==> src/rtl/seg7_scan_decoder.sv <==
// Monitors a scanned, active-low seven-segment bus and recovers per-digit hex nibbles.
// A commit fires once per window of STABLE identical consecutive samples.
module seg7_scan_decoder #(
   parameter int DIGITS = 8,
   parameter int STABLE = 4
) (
   input  logic                  clk,
   input  logic                  clrn,
   input  logic [DIGITS-1:0]     an_n,
   input  logic [6:0]            seg,
   input  logic                  clr_err,
   output logic [4*DIGITS-1:0]   hex,
   output logic [DIGITS-1:0]     valid,
   output logic [DIGITS-1:0]     blank,
   output logic                  err,
   output logic                  upd,
   output logic [3:0]            upd_idx
);

   localparam int SW = DIGITS + 7;
   localparam int CW = $clog2(STABLE);
   localparam logic [CW-1:0] CNT_MAX = CW'(STABLE - 1);

   logic [SW-1:0]       pins;
   logic [SW-1:0]       samp;
   logic [CW-1:0]       cnt;
   logic [CW-1:0]       cnt_nxt;
   logic                lock;
   logic                lock_nxt;
   logic                same;
   logic                commit;
   logic [DIGITS-1:0]   an_low;
   logic                multi;
   logic [4:0]          dec;
   logic [4*DIGITS-1:0] hex_nxt;
   logic [DIGITS-1:0]   valid_nxt;
   logic [DIGITS-1:0]   blank_nxt;
   logic                err_nxt;
   logic                bad;
   logic [3:0]          idx_sel;
   logic                upd_nxt;
   logic [3:0]          upd_idx_nxt;

   function automatic logic [4:0] decode(input logic [6:0] s);
      case (s)
         7'h40:   return {1'b1, 4'h0};
         7'h79:   return {1'b1, 4'h1};
         7'h24:   return {1'b1, 4'h2};
         7'h30:   return {1'b1, 4'h3};
         7'h19:   return {1'b1, 4'h4};
         7'h12:   return {1'b1, 4'h5};
         7'h02:   return {1'b1, 4'h6};
         7'h78:   return {1'b1, 4'h7};
         7'h00:   return {1'b1, 4'h8};
         7'h10:   return {1'b1, 4'h9};
         7'h08:   return {1'b1, 4'hA};
         7'h03:   return {1'b1, 4'hB};
         7'h46:   return {1'b1, 4'hC};
         7'h21:   return {1'b1, 4'hD};
         7'h06:   return {1'b1, 4'hE};
         7'h0E:   return {1'b1, 4'hF};
         default: return 5'b0;
      endcase
   endfunction

   assign pins = {an_n, seg};
   assign same = (pins == samp);

   // Commit on the edge where the count reaches its terminal value, so the
   // result appears right after the STABLE-th identical sample.
   always_comb begin
      cnt_nxt = '0;
      if (same) begin
         cnt_nxt = (cnt == CNT_MAX) ? cnt : cnt + 1'b1;
      end
      commit   = same && (cnt_nxt == CNT_MAX) && !lock;
      lock_nxt = same && (lock || commit);
   end

   always_comb begin
      hex_nxt   = hex;
      valid_nxt = valid;
      blank_nxt = blank;
      idx_sel   = upd_idx;
      bad       = 1'b0;
      an_low    = ~an_n;
      multi     = (an_low & (an_low - 1'b1)) != '0;
      dec       = decode(seg);
      if (commit) begin
         if (multi) begin
            bad = 1'b1;
         end else begin
            for (int i = 0; i < DIGITS; i++) begin
               if (an_low[i]) begin
                  idx_sel = 4'(i);
                  if (seg == 7'h7F) begin
                     blank_nxt[i] = 1'b1;
                     valid_nxt[i] = 1'b0;
                  end else if (dec[4]) begin
                     hex_nxt[4*i +: 4] = dec[3:0];
                     valid_nxt[i]      = 1'b1;
                     blank_nxt[i]      = 1'b0;
                  end else begin
                     bad          = 1'b1;
                     valid_nxt[i] = 1'b0;
                     blank_nxt[i] = 1'b0;
                  end
               end
            end
         end
      end
      err_nxt     = bad ? 1'b1 : (clr_err ? 1'b0 : err);
      upd_nxt     = commit && ((hex_nxt != hex) || (valid_nxt != valid) || (blank_nxt != blank));
      upd_idx_nxt = upd_nxt ? idx_sel : upd_idx;
   end

   always_ff @(posedge clk or negedge clrn) begin
      if (!clrn) begin
         samp    <= '1;
         cnt     <= '0;
         lock    <= 1'b0;
         hex     <= '0;
         valid   <= '0;
         blank   <= '1;
         err     <= 1'b0;
         upd     <= 1'b0;
         upd_idx <= 4'd0;
      end else begin
         samp    <= pins;
         cnt     <= cnt_nxt;
         lock    <= lock_nxt;
         hex     <= hex_nxt;
         valid   <= valid_nxt;
         blank   <= blank_nxt;
         err     <= err_nxt;
         upd     <= upd_nxt;
         upd_idx <= upd_idx_nxt;
      end
   end

endmodule

==> config.mk <==
export PLATFORM = sky130hd
export DESIGN_NAME = seg7_scan_decoder
export DESIGN_NICKNAME = d
export VERILOG_FILES = /design/src/rtl/seg7_scan_decoder.sv
export SDC_FILE = /design/constraint.sdc
export NUM_CORES = 1
export LEC_CHECK = 0
export BUFFER_PORTS_ARGS = -buffer_cell sky130_fd_sc_hd__buf_2
export CAP_MARGIN = 20
export CORE_MARGIN = 2
export CORE_UTILIZATION = 25
export CTS_CLUSTER_DIAMETER = 120
export CTS_CLUSTER_SIZE = 24
export DETAILED_ROUTE_END_ITERATION = 10
export PLACE_DENSITY = 0.51
export SYNTH_ARGS = -nofsm -noshare
export SYNTH_HDL_FRONTEND = slang
export SYNTH_SLANG_ARGS = --single-unit
==> constraint.sdc <==
create_clock -name clk -period 5.7 [get_ports clk]
set_clock_uncertainty 0.1 [all_clocks]
set_input_delay 1.14 -clock clk [delete_from_list [all_inputs] [get_ports clk]]
set_output_delay 1.14 -clock clk [all_outputs]
set_load 0.005 [all_outputs]
; ---- Yosys cells after proc, flatten, opt, wreduce, memory -nomap -nowiden
; Index checks and enable logic that the tools add are counted.
[word_totals]
reg_bits = 72
latchBits = 0
mem_bits_rw = 0
mem_bits_ro = 0
input_bits = 18
elab_cells = 139
mem_count = 0
[op_classes]
n_addsub = 2
multipliers = 0
div = 0
magnitude_cmp = 0
n_eq_ne = 22
n_shift = 0
muxes = 90
bitwise_logic = 3
n_reduce_logical = 13
[op_table]
columns = operator, count
row1 = $mux W4, 32
row2 = $pmux W5 S16, 1
row3 = $mux W32, 2
row4 = $mux W1, 49
row5 = $eq A7 B7 Y1 const B, 5
row6 = $mux W8, 4
row7 = $ne A32 B32 Y1, 1
row8 = $eq A7 B5 Y1 const B, 3
row9 = $eq A7 B6 Y1 const B, 3
row10 = $ne A8 B8 Y1, 2
row11 = $reduce_bool A8 Y1, 2
row12 = $eq A15 B15 Y1, 1
row13 = $eq A7 B2 Y1 const B, 2
row14 = $eq A7 B4 Y1 const B, 2
row15 = $and A8 B8 Y8, 1
row16 = $not A8 Y8, 1
row17 = $sub A8 B1 Y8 const B, 1
row18 = $eq A7 B3 Y1 const B, 1
row19 = $logic_not A7 Y1, 1
row20 = $eq A2 B2 Y1 const B, 2
row21 = $logic_and A1 B1 Y1, 4
row22 = $mux W2, 2
row23 = $reduce_and A4 Y1, 1
row24 = $logic_or A1 B1 Y1, 3
row25 = 4 further kinds, 4

; ---- Depth between registers and ports, before layout
[logic_depth]
ltp_word = 31
ltp_mapped = 11

; ---- Least setup slack after synthesis
; OpenSTA, ideal clock, no wires.
[synth_path]
path_type = input-to-reg
from = input seg[2]
to = register upd_idx[0]
setup_time_ns = 0.125
t_arrival_ns = 3.770
required_time_ns = 5.475
setup_slack_ns = 1.705
path_stages = 10
path_buffers = 1
path_cell_list = buf_2 -> nor2_4 -> or4b_1 -> a32oi_2 -> o21ai_0 -> or3_4 -> a2111oi_2 -> o2111ai_1 -> a211o_1 -> mux2_4
[synth_between]
elab_chain_len = 12
[synth_lines]
columns = element, line
row1 = from (decl), 10  ; input logic [6:0] seg,
row2 = $eq A7 B4 Y1 (tied with other cells), 45  ; case (s)
row3 = $pmux W5 S16, 45
row4 = $mux W4 or $mux W1 (tied branches), 99  ; end else if (dec[4]) begin
row5 = $mux W4 or $mux W1 (tied branches), 96  ; if (seg == 7'h7F) begin
row6 = $mux W4 or $mux W1 (tied branches), 94  ; if (an_low[i]) begin
row7 = $mux W32 or $mux W8 (tied branches), 90  ; if (multi) begin
row8 = $mux W32 or $mux W8 (tied branches), 89  ; if (commit) begin
row9 = $ne A32 B32 Y1 or $ne A8 B8 Y1 (tied branches), 113  ; upd_nxt = commit && ((hex_nxt != hex) || (valid_nxt != valid) || (blank_nxt != blank));
row10 = $logic_or A1 B1 Y1 (2 in series), 113
row11 = $logic_and A1 B1 Y1, 113
row12 = $reduce_and A4 Y1 (no source line) (*), --
row13 = to (signal assigned), 137  ; upd_idx <= upd_idx_nxt;
row14 = to (decl), 17  ; output logic [3:0] upd_idx
; Mark *: on every way between the ends. The rest lies on a longest branch, timed or not.
; A chain may end at the register's enable or synchronous reset.

; ---- Worst setup path in the final report
[layout_path]
from = input seg[4]
to = register upd_idx[0]
; Same word-level chain as after synthesis.

==> results.yml <==
sta:
  final_max_slew_viol_count: 0
  grt_setup_unrepaired: "no"
  tns_ns: 0
  finalHoldWorstSlack_ns: 0.3601
  worstMarginPinSlew_ns: 0.8092
  relSlewSlack_pct: 45.64
  setup_viol_count_final: 0
  hold_violations: 0
  fin_crit_sh_pct: 73.70
  fmax_ghz: 0.2381
  min_period_ns: 4.201
worst_setup_path:
  cpPeakStageDelay_ns: 0.55
  crit_type: "in -> reg"
  cp_data_required_time_ns: 5.83
  cp-start-kind: "primary input"
  path_buf_inv: 2
  crit_fanout: 10
  crit_path_cell_trace: "buf_2, inv_1, or4b_1, a32oi_2, o21ai_0, or3_4, a2111oi_2, o2111ai_1, a211o_1, mux2_4"
  slowest_stage: "or4b_1"
  cp-end-kind: "register"
  crit_arrival_ns: 4.33
  crit_family: "compound AO/OA/AOI/OAI gates"
power_and_ir_drop:
  swShare_pct: 24.50
  switching_power_w: 0.0002956
  p_total_w: 0.001207
  power_frac_clock_pct: 48.1
  seq_power_share_pct: 42.8
  ir_worst_vdd_uv: 144.0
  combPwrFrac_pct: 9.1
  power_density_mw_per_mm2: 244.7
  p_leak_nw: 2.246
  internal_power_w: 0.0009110
clock_network:
  clockBufferDepth: 2
  clock-sinks: 71
  numCtsBuffers: 9
  path_clk_slew_ns: 0.06
  cts_hold_buf: 0
  insertion_delay_ns: 0.35
  cts-resized-gates: 0
  cts_tree: "yes"
  postCtsSetupBuffers: 0
  root_buffer: "clkbuf_16"
  htreeDepth: 3
grt:
  globalRouteMet3Util_pct: 3.461
  grt_pass1_wl_um: 20810
  met1_usage_pct: 22.52
  grt.busiest_layer: "met2"
  use_met2_pct: 24.17
  grt.total_usage_pct: 16.32
  globalRouteOverflowTotal: 0
  grt_max_degree: 42
  grt_pass1_vias: 3645
  antenna_found_initial: 0
placement:
  dpl.hpwl_um: 9761
  placed_area_sq_mm: 0.004621
  gp_congestion: 0.9401
  port_buffers: 70
  placed_cells: 700
die:
  die_h_um: 130.9
  row_count: 46
  die_area_sq_mm: 0.01714
  die_w_um: 130.9
  ios: 72
  initial_core_util_pct: 25.45
  core-area_sq_mm: 0.01583
yosys:
  synth.yosys.seq_area_share_pct: 44.83
  synth_compound_area_share_pct: 20.97
  ys.flop_type: "dfrtp_1"
  syn-num-nets: 447
  ys_async_sr_fraction_pct: 100.0
  synth-edff-count: 0
  synth_simple_gate_area_share_pct: 17.74
  synth_mux_area_share_pct: 6.058
  syn_area_sq_mm: 0.004028
  synthAdderAreaFrac_pct: 0.2485
  synth_xor_area_share_pct: 5.436
  yosys_warnings: 0
  ys_ff_latch: 71
  synth_top_family_by_area: "compound AO/OA/AOI/OAI gates"
  syn_avg_cell_area_sq_um: 9.388
  netlist_instances: 429
  synth_cell_type_count: 67
outcome:
  status: "completed"
finish:
  design_area_sq_mm: 0.004931
  syn2layout_area_growth_pct: 22.43
  layout.cells.non_filler: 716
  drive_above_1_share_pct: 29.20
  num_antenna_cells: 0
  nNetsFinal: 513
  fillCellCount: 1661
detailed_routing:
  drt_iter0_markers: 273
  drc: 0
  ant_nets: 0
  avgViaCountPerCell: 5.156
  vias: 3692
  first_pass_iters: 6
  wl_um: 13340
  routedWlPerCell_um: 18.62
worst_hold_path:
  hold_path.class: "reg -> reg"
flow_run:
  cap_viol_max_count: 0
[layer usage]
| layer | share of wire [%] | vias up |
|---|---|---|
| met2 | 45 | 157 |
| met1 | 45 | 1807 |
| met5 | 0 | - |
| met3 | 7.4 | 22 |
| met4 | 2.6 | 0 |
| li1 | - | 1706 |
[worst register-to-register path: cells and delay by family, from the launching register on]
family,cells,cell delay (ns)
AO/OA/AOI/OAI,2,0.33
XOR/XNOR,1,0.11
flip-flops,1,0.52
multiplexers,1,0.31
AND/OR/NAND/NOR,5,1.93
[cells in the final DEF (no fill, tap or decap), types with 9 or more instances in the layout]
cell,count
nor3_1,15
a21oi_1,31
clkbuf_16,9
mux2_2,15
xor2_1,16
o21ai_0,22
dfstp_2,23
xnor2_1,9
o22ai_1,11
buf_4,11
inv_1,18
buf_2,70
dfrtp_1,48
nor2_1,56
nand2_1,23
[synth_stat cells (3+ instances only)]
master	count	area [sq um]
nor2_1	56	210.2
dfrtp_1	48	1201
a21oi_1	31	155.2
dfstp_2	23	604.3
nand2_1	23	86.33
o21ai_0	22	110.1
inv_1	18	67.56
clkbuf_1	17	63.81
nor3_1	16	80.08
xor2_1	16	140.1
mux2_2	15	168.9
o22ai_1	11	68.82
xnor2_1	9	78.83
a22oi_1	8	60.06
nand3_1	8	40.04
nor4_1	6	37.54
o2111ai_1	6	52.55
a222oi_1	5	50.05
a22o_1	5	43.79
buf_2	5	25.02
nand4_1	5	31.28
nor2b_1	5	31.28
nand2b_1	4	25.02
a211oi_1	3	22.52
and3_1	3	18.77
mux2_4	3	45.04
mux2i_1	3	30.03
nor3b_1	3	22.52
o211ai_1	3	22.52
or3_1	3	18.77
[area by class of cell]
type | instances | area [sq um] | area share (%)
Inverter | 19 | 71.32 | 1.446
Tap cell | 216 | 270.3 | 5.481
Timing Repair Buffer | 81 | 432.9 | 8.779
Clock buffer | 12 | 256.5 | 5.202
Clock inverter | 4 | 53.80 | 1.091
Multi-Input combinational cell | 313 | 2041 | 41.39
Sequential cell | 71 | 1805 | 36.62
[final timing paths]
| path | startpoint | to | slack, ns | depth (start not counted) |
|---|---|---|---|---|
| max | seg[4] | upd_idx[0] | 1.50 | 10 |
| min | cnt[0] | cnt[0] | 0.36 | 1 |
| max reg2reg | samp[5] | upd_idx[0] | 2.28 | 9 |
| min reg2reg | cnt[0] | cnt[0] | 0.36 | 1 |
| max in group asynchronous | clrn | samp[14] | 3.77 | 2 |
| min in group asynchronous | clrn | valid[2] | 0.75 | 1 |
[metrics by stage]
| step | util [%] | setup WS [ns] |
|---|---|---|
| after detailed placement | 29.19 | 1.156 |
| final | 31.15 | 1.499 |
| after global placement | 29.19 | 1.213 |
| after CTS | 31.15 | 1.527 |
| after global routing | 31.15 | 1.400 |
| after floorplan | - | 1.705 |
[sequential cells by signal, summed over array words and instances, names as in the netlist]
signal and count:
blank 8, cnt 2, err 1, hex 32, lock 1, samp 15
upd 1, upd_idx 3, valid 8
[power by group through the flow]
stage	combinational [W]	sequential [W]	clock [W]
2_1_floorplan	0.0000675	0.000525	0
3_3_place_gp	0.000108	0.000525	0
3_5_place_dp	0.000109	0.000525	0
4_1_cts	0.000110	0.000517	0.000599
5_1_grt	0.000121	0.000517	0.000615
6_report	0.000110	0.000517	0.000580
[logic make-up after synthesis]
group,Yosys count
and+or+nand+nor,144
AOI/OAI and AO/OA,121
DFF,71
buffers and inverters,45
xor gates and xnor gates,25
muxes,21
adders and majority gates,1
other,1
Note: power is estimated with default switching activity, not from simulation.
